[src/rtl/current_sampler.sv]
// current_sampler: per control tick, settles then converts N_CH ADC channels and publishes them atomically.
module current_sampler #(
    parameter int N_CH = 3,
    parameter int DATA_W = 12,
    parameter int SETTLE_CYC = 50,
    parameter int TIMEOUT_CYC = 200
) (
    input  logic                     clk,
    input  logic                     rst,
    input  logic                     en,
    input  logic                     ctrl_clk,
    output logic                     adc_start,
    output logic [1:0]               adc_ch,
    input  logic                     adc_done,
    input  logic [DATA_W-1:0]        adc_data,
    output logic [N_CH*DATA_W-1:0]   samples,
    output logic                     sample_valid,
    input  logic                     clr_err,
    output logic                     timeout_err,
    output logic                     overrun_err
);
    typedef enum logic [2:0] {IDLE, SETTLE, START, WAIT, DONE} state_t;
    localparam int CNT_MAX = (SETTLE_CYC > TIMEOUT_CYC) ? SETTLE_CYC : TIMEOUT_CYC;
    localparam int CNT_W = (CNT_MAX > 1) ? $clog2(CNT_MAX) : 1;
    state_t state;
    logic [CNT_W-1:0] cnt;
    logic [1:0] idx;
    logic [N_CH*DATA_W-1:0] shadow;
    logic [N_CH*DATA_W-1:0] merged;
    logic last;
    assign last = idx == 2'(N_CH - 1);
    for (genvar k = 0; k < N_CH; k++) begin : g_merge
        assign merged[k*DATA_W +: DATA_W] = (idx == 2'(k)) ? adc_data : shadow[k*DATA_W +: DATA_W];
    end
    always_ff @(posedge clk) begin
        if (rst) begin
            state <= IDLE;
            cnt <= '0;
            idx <= '0;
            adc_start <= 1'b0;
            adc_ch <= '0;
            shadow <= '0;
            samples <= '0;
            sample_valid <= 1'b0;
            timeout_err <= 1'b0;
            overrun_err <= 1'b0;
        end else begin
            adc_start <= 1'b0;
            sample_valid <= 1'b0;
            overrun_err <= (ctrl_clk && state != IDLE) ? 1'b1 : clr_err ? 1'b0 : overrun_err;
            if (clr_err) timeout_err <= 1'b0;
            case (state)
                IDLE: if (ctrl_clk && en) begin
                    state <= SETTLE;
                    cnt <= CNT_W'(SETTLE_CYC - 1);
                    idx <= '0;
                end
                SETTLE: if (cnt == '0) begin
                    state <= START;
                    adc_start <= 1'b1;
                    adc_ch <= idx;
                end else begin
                    cnt <= cnt - 1'b1;
                end
                START: begin
                    state <= WAIT;
                    cnt <= CNT_W'(TIMEOUT_CYC - 1);
                end
                WAIT: if (adc_done) begin
                    shadow <= merged;
                    if (last) begin
                        state <= DONE;
                        samples <= merged;
                        sample_valid <= 1'b1;
                    end else begin
                        state <= START;
                        idx <= idx + 2'd1;
                        adc_start <= 1'b1;
                        adc_ch <= idx + 2'd1;
                    end
                end else if (cnt == '0) begin
                    state <= IDLE;
                    timeout_err <= 1'b1;
                end else begin
                    cnt <= cnt - 1'b1;
                end
                DONE: state <= IDLE;
                default: state <= IDLE;
            endcase
        end
    end
endmodule
[config.mk]
export PLATFORM = sky130hd
export DESIGN_NAME = current_sampler
export DESIGN_NICKNAME = d
export VERILOG_FILES = /design/src/rtl/current_sampler.sv
export SDC_FILE = /design/constraint.sdc
export NUM_CORES = 1
export LEC_CHECK = 0
export BUFFER_PORTS_ARGS = -buffer_cell sky130_fd_sc_hd__buf_4
export CAP_MARGIN = 20
export CORE_MARGIN = 10
export CORE_UTILIZATION = 35
export CTS_CLUSTER_DIAMETER = 30
export CTS_CLUSTER_SIZE = 30
export DETAILED_ROUTE_END_ITERATION = 10
export PLACE_DENSITY = 0.59
export SLEW_MARGIN = 0
export SYNTH_ARGS = -nofsm -noshare
export SYNTH_HDL_FRONTEND = slang
export SYNTH_SLANG_ARGS = --single-unit
[constraint.sdc]
create_clock -name clk -period 1.85 [get_ports clk]
set_input_delay 0.37 -clock clk [delete_from_list [all_inputs] [get_ports clk]]
set_output_delay 0.37 -clock clk [all_outputs]
set_load 0.01 [all_outputs]
==> results of run 1 <==
-- cells in the final DEF (no fill, tap or decap), types with 2 or more instances in the layout --
cell type and count:
nand2b_1 4, a311oi_1 3, nor2b_1 2, nand2_2 2, clkbuf_8 9, a21oi_1 33
dfxtp_1 76, ha_1 5, bufinv_16 2, a211oi_2 3, a22o_1 12, or3_1 2
a31oi_1 4, clkinvlp_4 2, buf_4 79, inv_2 3, or2_1 2, o21ai_1 4
and3_1 2, nand3_1 27, nand2_1 52, o21ai_0 20, nor3b_1 2, nor2_1 10
dfxtp_2 3, mux2i_1 27, a21oi_2 2, inv_1 11, inv_6 2
-- power groups by stage --
| stage | sequential [mW] | clock (mW) | combinational [mW] |
|---|---|---|---|
| floorplan | 1.93 | 0 | 0.997 |
| global placement | 1.95 | 0 | 1.39 |
| detailed placement | 1.95 | 0 | 1.41 |
| CTS | 1.92 | 1.46 | 1.48 |
| global route | 1.95 | 1.52 | 1.68 |
| finish | 1.93 | 1.42 | 1.53 |
-- timing repair --
| action | CTS | global route |
|---|---|---|
| pin swaps | 3 | 4 |
| resized for setup | 7 | 5 |
| setup buffers | 2 | 1 |
| hold buffers | 0 | 0 |
| setup endpoints to repair | 4 | 33 |
| cloned | 0 | 0 |
-- logic make-up (layout without fill, tap and decap cells) --
logic type	Yosys count	in the layout	share of synthesized area [%]
adder cells (fa/ha/maj)	6	6	2.26
multiplexers	27	27	8.15
flip-flops	79	79	47.7
AO/OA/AOI/OAI	98	98	20.0
buffers and inverters	45	111	5.70
AND/OR/NAND/NOR	113	113	16.2
-- state kept, by name, indices dropped and copies added (netlist names) --
signal,flops
samples,36
shadow,24
cnt,8
state,3
adc_ch,2
idx,2
adc_start,1
overrun_err,1
sample_valid,1
timeout_err,1
-- worst max-delay path, cell delays in order (launching register included) --
cell	delay, ps
dfxtp_2	330
inv_2	70
ha_4	130
or4b_4	500
o211ai_4	290
and2_2	280
o32ai_1	100
-- final cells by class --
cell class,instances,area share [%]
clock buffers,10,3.02
clock inverters,6,2.19
multi-input cells,244,37.5
repair buffers,81,14.8
well taps,129,3.82
flip-flops and latches,79,37.5
inverters,14,1.24
-- layer usage --
| metal | share of wire (%) | global-route usage, % | up-vias |
|---|---|---|---|
| met5 | 0 | 0 | - |
| met4 | 0.94 | 3.52 | 0 |
| met3 | 4.6 | 3.74 | 7 |
| met2 | 46 | 18.3 | 63 |
| met1 | 48 | 15.9 | 1310 |
| li1 | - | - | 1413 |
-- worst min-delay path by stage --
stage,start,end
after floorplan,shadow[0],shadow[0]
after global placement,samples[1],samples[1]
after detailed placement,shadow[20],shadow[20]
after CTS,adc_data[5],samples[29]
after global routing,adc_data[11],samples[35]
final,ctrl_clk,overrun_err
-- Yosys cell counts, drive strengths merged, types with 2 or more instances --
cell and n:
a211oi 3, a21oi 35, a22o 12, a311oi 3, a31oi 4, and3 2
buf 13, clkbuf 18, dfxtp 79, ha 6, inv 14, mux2i 27
nand2 54, nand2b 4, nand3 27, nor2 10, nor2b 2, nor3b 2
o21ai 24, o31a 2, or2 2, or3 3, or4b 2
-- stage by stage --
stage	power (mW)	hold slack, ps	cell area, sq um
finish	4.87	270	4230
global route	5.15	258	4230
CTS	4.86	256	4200
detailed placement	3.36	446	3940
global placement	3.34	441	3940
floorplan	2.93	436	3320
==> metrics.txt, run 1 <==
status complete, no violations; P_sw about 1.6 mW; post-layout util a little under half; vias in the first global route 2751; final worst path period need around 1800 ps; CTS tree built; Die Ht 117 um; synthesis-stage register bit count 79; CP Capture Type flip-flop; Setup Skew roughly 7.6 ps; worst slack at placement -35.1 ps; clk slew on worst S/H paths approximately 80 ps; Post-synth EDFFs 0; yosys warns 0; IO buf count 59; R2R cell count 6; GRT Util Overall around an eighth; Placement Rows 35; CTS H-tree lvls 3; relative slew slack about three quarters; leak pwr ~1.7 nW; RR Startpoint cnt[0]; Overflow after GRT 0; antenna viol nets, final 0; worst slew pin tran 382 ps; syn_area_per_cell around 9 sq um; Critical path destination cnt[6]; Max Freq 547 MHz; Clock Latency Late Sink roughly 350 ps; synthesized area 3320 sq um; Distinct cells, synth 52; worst min path class primary input to flip-flop; crit share post-route between 90 and 100%; Final nets 453; critical path class flip-flop to flip-flop; Num CTS Buffers 9; Arr. time, crit path 2050 ps; drt first pass iters 4; area occupied by multi-input gates 1580 sq um; R2R setup slack 20 ps; post-synthesis sequential area ratio between 40 and 50%; asr flop ratio synth 0%; Setup crit start kind flip-flop; share of cells above drive strength 1 about 27%; worst path required time 2070 ps; routability cong. slightly above 0.8; core area about 9200 sq um; Antenna Cells 0; initial DRC count 146; setup TNS 0 ps; placed cell count about 540; clock root cell clkbuf_8; Power Density 1150 nW/um^2; total of max-cap violations 0; Max Fanout on Critical Path 6; CTS sink count 79; switch share 32.1%; P_int 3.30 mW; Reg area 1590 sq um; DRC 0; Vias around 2800; Synth area leaders dfxtp_1 48%, mux2i_1 8.2%, nand2_1 6.1%, a21oi_1 5.1%, nand3_1 4.1%; Clk network pwr share between 20 and 30%; Final WS setup 22.6 ps; clock tree buffer depth 2; Total Die Area 13800 sq um; r2r endpoint cnt[6]; Worst Hold Path Cells 3; effective utilization at floorplan 35.9%; Synth area leader dfxtp_1; Max IR drop VDD 0.808 mV; first-pass GRT wire length 14200 um; Worst setup startpoint cnt[0]; setup violators final 0; final hold violation count 0; Post-Route WL around 8300 um; Non-Filler Instances 563; vias per cell 4.96; Net Count, Synth around 390; dpl hpwl about 6000 um; ys flop type dfxtp_1; I/O pins 60; sequential group share of total power ~40%; Max Slew Vio Count 0; P&R area growth vs syn 27.5%; Mapped Cells 368; initial antenna violation count 0; largest net degree at the start of global routing 37; Comb power frac roughly a third; fill count 916; die width 117 um; Yosys top cell area share 47.7%; RSZ-0062 raised after global routing yes; WL/cell roughly 15 um
No activity file was read; power rests on OpenSTA's default activity.
==> run 2: changes to the inputs <==
--- a/config.mk
+++ b/config.mk
@@ -5,14 +5,13 @@
 export SDC_FILE = /design/constraint.sdc
 export NUM_CORES = 1
 export LEC_CHECK = 0
+export ABC_AREA = 1
 export BUFFER_PORTS_ARGS = -buffer_cell sky130_fd_sc_hd__buf_4
 export CAP_MARGIN = 20
 export CORE_MARGIN = 10
 export CORE_UTILIZATION = 35
-export CTS_CLUSTER_DIAMETER = 30
 export CTS_CLUSTER_SIZE = 30
 export DETAILED_ROUTE_END_ITERATION = 10
-export PLACE_DENSITY = 0.59
 export SLEW_MARGIN = 0
 export SYNTH_ARGS = -nofsm -noshare
 export SYNTH_HDL_FRONTEND = slang
==> run 2 against run 1 <==
Wire length is 5.7% higher. Fmax is 11% higher. Critical endpoint is now shadow[1]. Count of clock-buffer cells in the layout stayed put.
==> metrics.txt, run 2 <==
Post-synth EDFFs 0; CTS H-tree lvls 3; Setup crit start kind flip-flop; fill count 952; worst slew pin tran 461 ps; die width 118 um; Post-CTS Hold Buffers 0; Die Ht 118 um; initial DRC count roughly 180; setup TNS 0 ps; post-layout util between 40% and 50%; Power Density 890 nW/um^2; dpl hpwl between 6000 and 7000 um; I/O pins 60; Clock Latency Late Sink between 300 and 400 ps; largest net degree at the start of global routing 47; Commonest cells post-synth 79 x dfxtp_1, 61 x nand2_1, 44 x nand3_1, 44 x o21ai_0, 40 x inv_1; routability cong. 0.782; clk slew on worst S/H paths 80 ps; R2R setup slack 200 ps; most common cell after layout, fill and taps aside dfxtp_1; first-pass GRT wire length 14300 um; vias per cell 4.82; initial antenna violation count 0; clock root cell clkbuf_8; commonest non-fill, non-tap cells in the layout 79 x dfxtp_1, 67 x buf_4, 61 x nand2_1; Arr. time, crit path 1890 ps; RR Startpoint state[0]; Placement Rows 35; P&R area growth vs syn 22.2%; ys flop type dfxtp_1; critical path class flip-flop to flip-flop; clock tree buffer depth 2; Mapped Cells 435; Num CTS Buffers 9; biggest registers after layout samples: 36 flops, shadow: 24 flops, cnt: 8 flops; CP Capture Type flip-flop; GRT Util Overall 12.3%; Biggest register samples; leak pwr 1.81 nW; setup violators final 0; syn_area_per_cell 7.77 sq um; Net Count, Synth 459; Setup Skew 15.9 ps; r2r endpoint shadow[1]; vias in the first global route ~2800; Synth area leaders dfxtp_1 47%, nand2_1 6.8%, nand3_1 6.5%, o21ai_0 6.5%, a21oi_1 5.6%; post-synthesis sequential area ratio 46.8%; Hold Crit Start clr_err; Max Fanout on Critical Path 46; antenna viol nets, final 0; CTS tree built; Yosys top cell area share 46.8%; Worst Hold Endpoint timeout_err; DRC 0; Total Die Area 14000 sq um; Vias 2982; Synth area leader dfxtp_1; Max Freq between 600 and 700 MHz; share of cells above drive strength 1 20.6%; drt first pass iters 4; Distinct cells, synth 25; total of max-cap violations 0; Post-Route WL between 8000 and 9000 um; Worst Hold Path Cells 4; yosys warns 0; most frequent cell after synthesis dfxtp_1; status complete, no violations; crit share post-route between 80% and 90%; IO buf count 59; effective utilization at floorplan 36.3%; worst path required time between 2000 and 2500 ps; WL/cell 14.1 um; final hold violation count 0; Overflow after GRT 0; Max IR drop VDD 0.386 mV; Antenna Cells 0; Max Slew Vio Count 0; synthesis-stage register bit count 79; synthesized area ~3400 sq um; final worst path period need 1650 ps; RSZ-0062 raised after global routing no; Setup Fix Bufs, Post-CTS 0; relative slew slack 69.2%; worst min path class primary input to flip-flop; Largest register FFs 36; asr flop ratio synth 0%; R2R cell count 7; core area 9330 sq um; Final nets about 510; CTS sink count slightly below 80
[run 2: cell count changes after synthesis, moves of 16 or more]
| cell | delta |
|---|---|
| mux2i_1 | -27 |
| o21ai_1 | +16 |
| nor2_1 | +20 |
| o21a_1 | +22 |
| nand3_1 | +17 |
| inv_1 | +27 |
| o21ai_0 | +24 |
[run 2: stage by stage]
step | setup slack (ps) | instances | power (mW) | hold WS, ps | cell area, sq um
floorplan | 451 | 435 | 2.13 | 424 | 3380
global placement | 228 | 603 | 2.26 | 436 | 3900
detailed placement | 151 | 603 | 2.27 | 440 | 3900
CTS | 132 | 619 | 3.74 | 250 | 4130
global route | 53.4 | 619 | 3.87 | 278 | 4130
finish | 197 | 619 | 3.68 | 274 | 4130
[run 2: repair_timing]
action	in CTS	in global routing
endpoints found under the hold margin	0	0
gates resized for setup	0	1
setup endpoints to repair	0	6
[run 2: per-layer routing]
layer,share of wire [%],up-vias,GRT usage (%)
li1,-,1543,-
met1,44,1354,14.8
met2,49,79,20.7
met3,6.4,6,3.38
met4,0.80,0,3.94
met5,0,-,0
[run 2: how the worst max path moves through the flow]
stage	slack, ps	start	endpoint
2_1_floorplan	450	idx[0]	shadow[3]
3_3_place_gp	230	idx[1]	shadow[20]
4_1_cts	130	idx[1]	shadow[14]
5_1_grt	50	state[0]	shadow[1]
6_report	200	state[0]	shadow[1]
3_5_place_dp	150	idx[1]	shadow[14]
[run 2: power breakdown]
group | internal [mW] | switching [mW] | leakage [nW] | total, mW
registers | 1.74 | 0.0284 | 0.638 | 1.77
logic | 0.159 | 0.306 | 1.06 | 0.465
clock network | 0.803 | 0.645 | 0.109 | 1.45
total | 2.70 | 0.979 | 1.81 | 3.68
[run 2: logic make-up (layout without fill, tap and decap cells)]
kind of cell	after synthesis	count (layout)	synth area share, %
AND/OR/NAND/NOR	146	146	18.9
AO/OA/AOI/OAI	134	134	22.5
flip-flops	79	79	46.8
buffers and inverters	70	125	9.54
adder cells (fa/ha/maj)	6	6	2.22
[run 2: worst max-delay path, cell delays in order, from the launching register on]
cell,delay (ps)
dfxtp_1,400
nand2_1,120
nor2_4,190
nand2_4,90
clkinv_2,80
buf_4,390
a21oi_1,130
o21a_1,130
[run 2: layout make-up]
class / count / area (sq um) / area share (%)
tap: 129 / 161 / 3.91
inverter: 41 / 155 / 3.76
timing repair buffer: 68 / 523 / 12.7
clock buffer: 10 / 138 / 3.33
multi-input combinational: 286 / 1480 / 35.8
sequential: 79 / 1580 / 38.3
clock inverter: 6 / 92.6 / 2.24
==> run 3: changes to the inputs <==
--- a/config.mk
+++ b/config.mk
@@ -8,6 +8,7 @@
 export ABC_AREA = 1
 export BUFFER_PORTS_ARGS = -buffer_cell sky130_fd_sc_hd__buf_4
 export CAP_MARGIN = 20
+export CORE_ASPECT_RATIO = 1.4
 export CORE_MARGIN = 10
 export CORE_UTILIZATION = 35
 export CTS_CLUSTER_SIZE = 30
==> run 3 against run 2 <==
Setup slack worse by 11 ps. Global-route usage up 0.28 points. Sequential power about the same. Wire length up 0.30%. Utilization up 0.13 points. Highest routed layer unchanged.
==> metrics.txt, run 3 (same netlist as run 2, synthesis figures left out) <==
Arr. time, crit path 1890 ps; die width 103 um; Biggest register samples; critical path class flip-flop to flip-flop; vias in the first global route approximately 2800; share of cells above drive strength 1 20.7%; Reg area 1580 sq um; initial DRC count 93; Largest register FFs 36; DRC 0; CP Capture Type flip-flop; WL met2 roughly 4700 um; Total Die Area 14100 sq um; CTS tree built; core area between 9000 and 10000 sq um; worst hold slack about 300 ps; total of max-cap violations 0; commonest non-fill, non-tap cells in the layout 79 x dfxtp_1, 69 x buf_4, 61 x nand2_1; Setup Fix Bufs, Post-CTS 0; GRT Util Overall 12.6%; clk slew on worst S/H paths 60 ps; antenna viol nets, final 0; clock root cell clkbuf_16; Clock Latency Late Sink 330 ps; P&R area growth vs syn 24.2%; setup violators final 0; relative slew slack 69.4%; first-pass GRT wire length 13800 um; worst path required time ~2100 ps; Placement Rows 42; biggest registers after layout samples: 36 flops, shadow: 24 flops, cnt: 8 flops; WP buf/inv 2; P_int 2.96 mW; Antenna Cells 0; Comb power frac 11.9%; initial antenna violation count 0; dpl hpwl 6360 um; routability cong. 0.845; final hold violation count 0; final worst path period need 1660 ps; met1 wire length about 3600 um; crit share post-route 90.0%; P_sw 1.06 mW; sequential group share of total power 43.9%; Num CTS Buffers 9; Clk network pwr share 44.2%; effective utilization at floorplan 35.8%; Setup crit start kind flip-flop; Max Slew Vio Count 0; Max IR drop VDD between 0.5 and 0.6 mV; IO buf count 59; crit path cell chain nand2_1, nor2_4, nand2_4, clkinv_2, buf_4, a21oi_1, o21a_1; most common cell after layout, fill and taps aside dfxtp_1; met3 WL 402 um; Final nets 511; Setup Skew roughly 7.1 ps; worst min path class primary input to flip-flop; CP max stage cell dfxtp_1; CTS sink count 79; Die Ht 136 um; Power Density 959 nW/um^2; Max Fanout on Critical Path 34; crit-path max cell delay 390 ps; RSZ-0062 raised after global routing no; Largest delay share family, worst path buffers and inverters; switch share 26.4%; vias per cell between 4 and 5; WL/cell roughly 15 um; clock tree buffer depth 2; Vias between 2000 and 3000; largest net degree at the start of global routing 44; area occupied by multi-input gates around 1500 sq um; fill count 967; setup TNS 0 ps; CTS H-tree lvls 3; Max Freq 601 MHz; leak pwr 1.85 nW; status complete, no violations; drt first pass iters 4; I/O pins 60; Post-Route WL 8780 um; Top Layer Used met4; worst slew pin tran 459 ps; Overflow after GRT 0
run 3: changes by cell type in the layout (fill, tap and decap cells not counted), sizes merged:
cell      before  now
clkinvlp       2    3
buf           68   70
inv           41   42
bufinv         2    1
clkbuf        10    9
run 3: power groups by stage:
stage	registers [mW]	clock network, mW	logic [mW]
global route	1.77	1.90	0.558
global placement	1.80	0	0.477
floorplan	1.80	0	0.331
detailed placement	1.81	0	0.480
CTS	1.77	1.82	0.483
finish	1.77	1.78	0.480
run 3: layout make-up:
type | count | area share, %
repair buffers | 70 | 12.8
clock buffers | 9 | 5.36
flip-flops and latches | 79 | 37.6
clock inverters | 7 | 1.88
well taps | 110 | 3.28
multi-input cells | 286 | 35.3
inverters | 41 | 3.69
run 3: metrics by stage:
stage | setup slack (ps) | instances | utilization [%] | power, mW | instance area, sq um
after detailed placement | 140 | 586 | 41.1 | 2.29 | 3890
final | 186 | 602 | 44.4 | 4.03 | 4200
after global placement | 219 | 586 | 41.1 | 2.28 | 3890
after global routing | 45.0 | 602 | 44.4 | 4.23 | 4200
after floorplan | 451 | 435 | - | 2.13 | 3380
after CTS | 130 | 602 | 44.3 | 4.07 | 4190
run 3: layer usage:
metal / vias up / global-route usage (%)
li1: 1547 / -
met1: 1365 / 13.8
met2: 45 / 22.8
met3: 8 / 3.20
met4: 0 / 3.72
met5: - / 0
run 3: path summary, 6_finish.rpt:
kind,start,end,slack (ps),depth (start not counted)
min reg2reg,shadow[14],shadow[14],460,1
max,state[1],shadow[15],190,7
min,clr_err,timeout_err,300,4
max reg2reg,state[1],shadow[15],190,7
run 3: worst reg2reg max path, cell delays in order, from the launching register on:
cell	delay [ps]
dfxtp_1	390
nand2_1	120
nor2_4	170
nand2_4	80
clkinv_2	190
buf_4	360
a21oi_1	130
o21a_1	120
run 3: what timing repair did:
item                                    4_1_cts  5_1_grt
hold buffers                                  0        0
endpoints found under the setup margin        0        1
resized for setup                             0        1
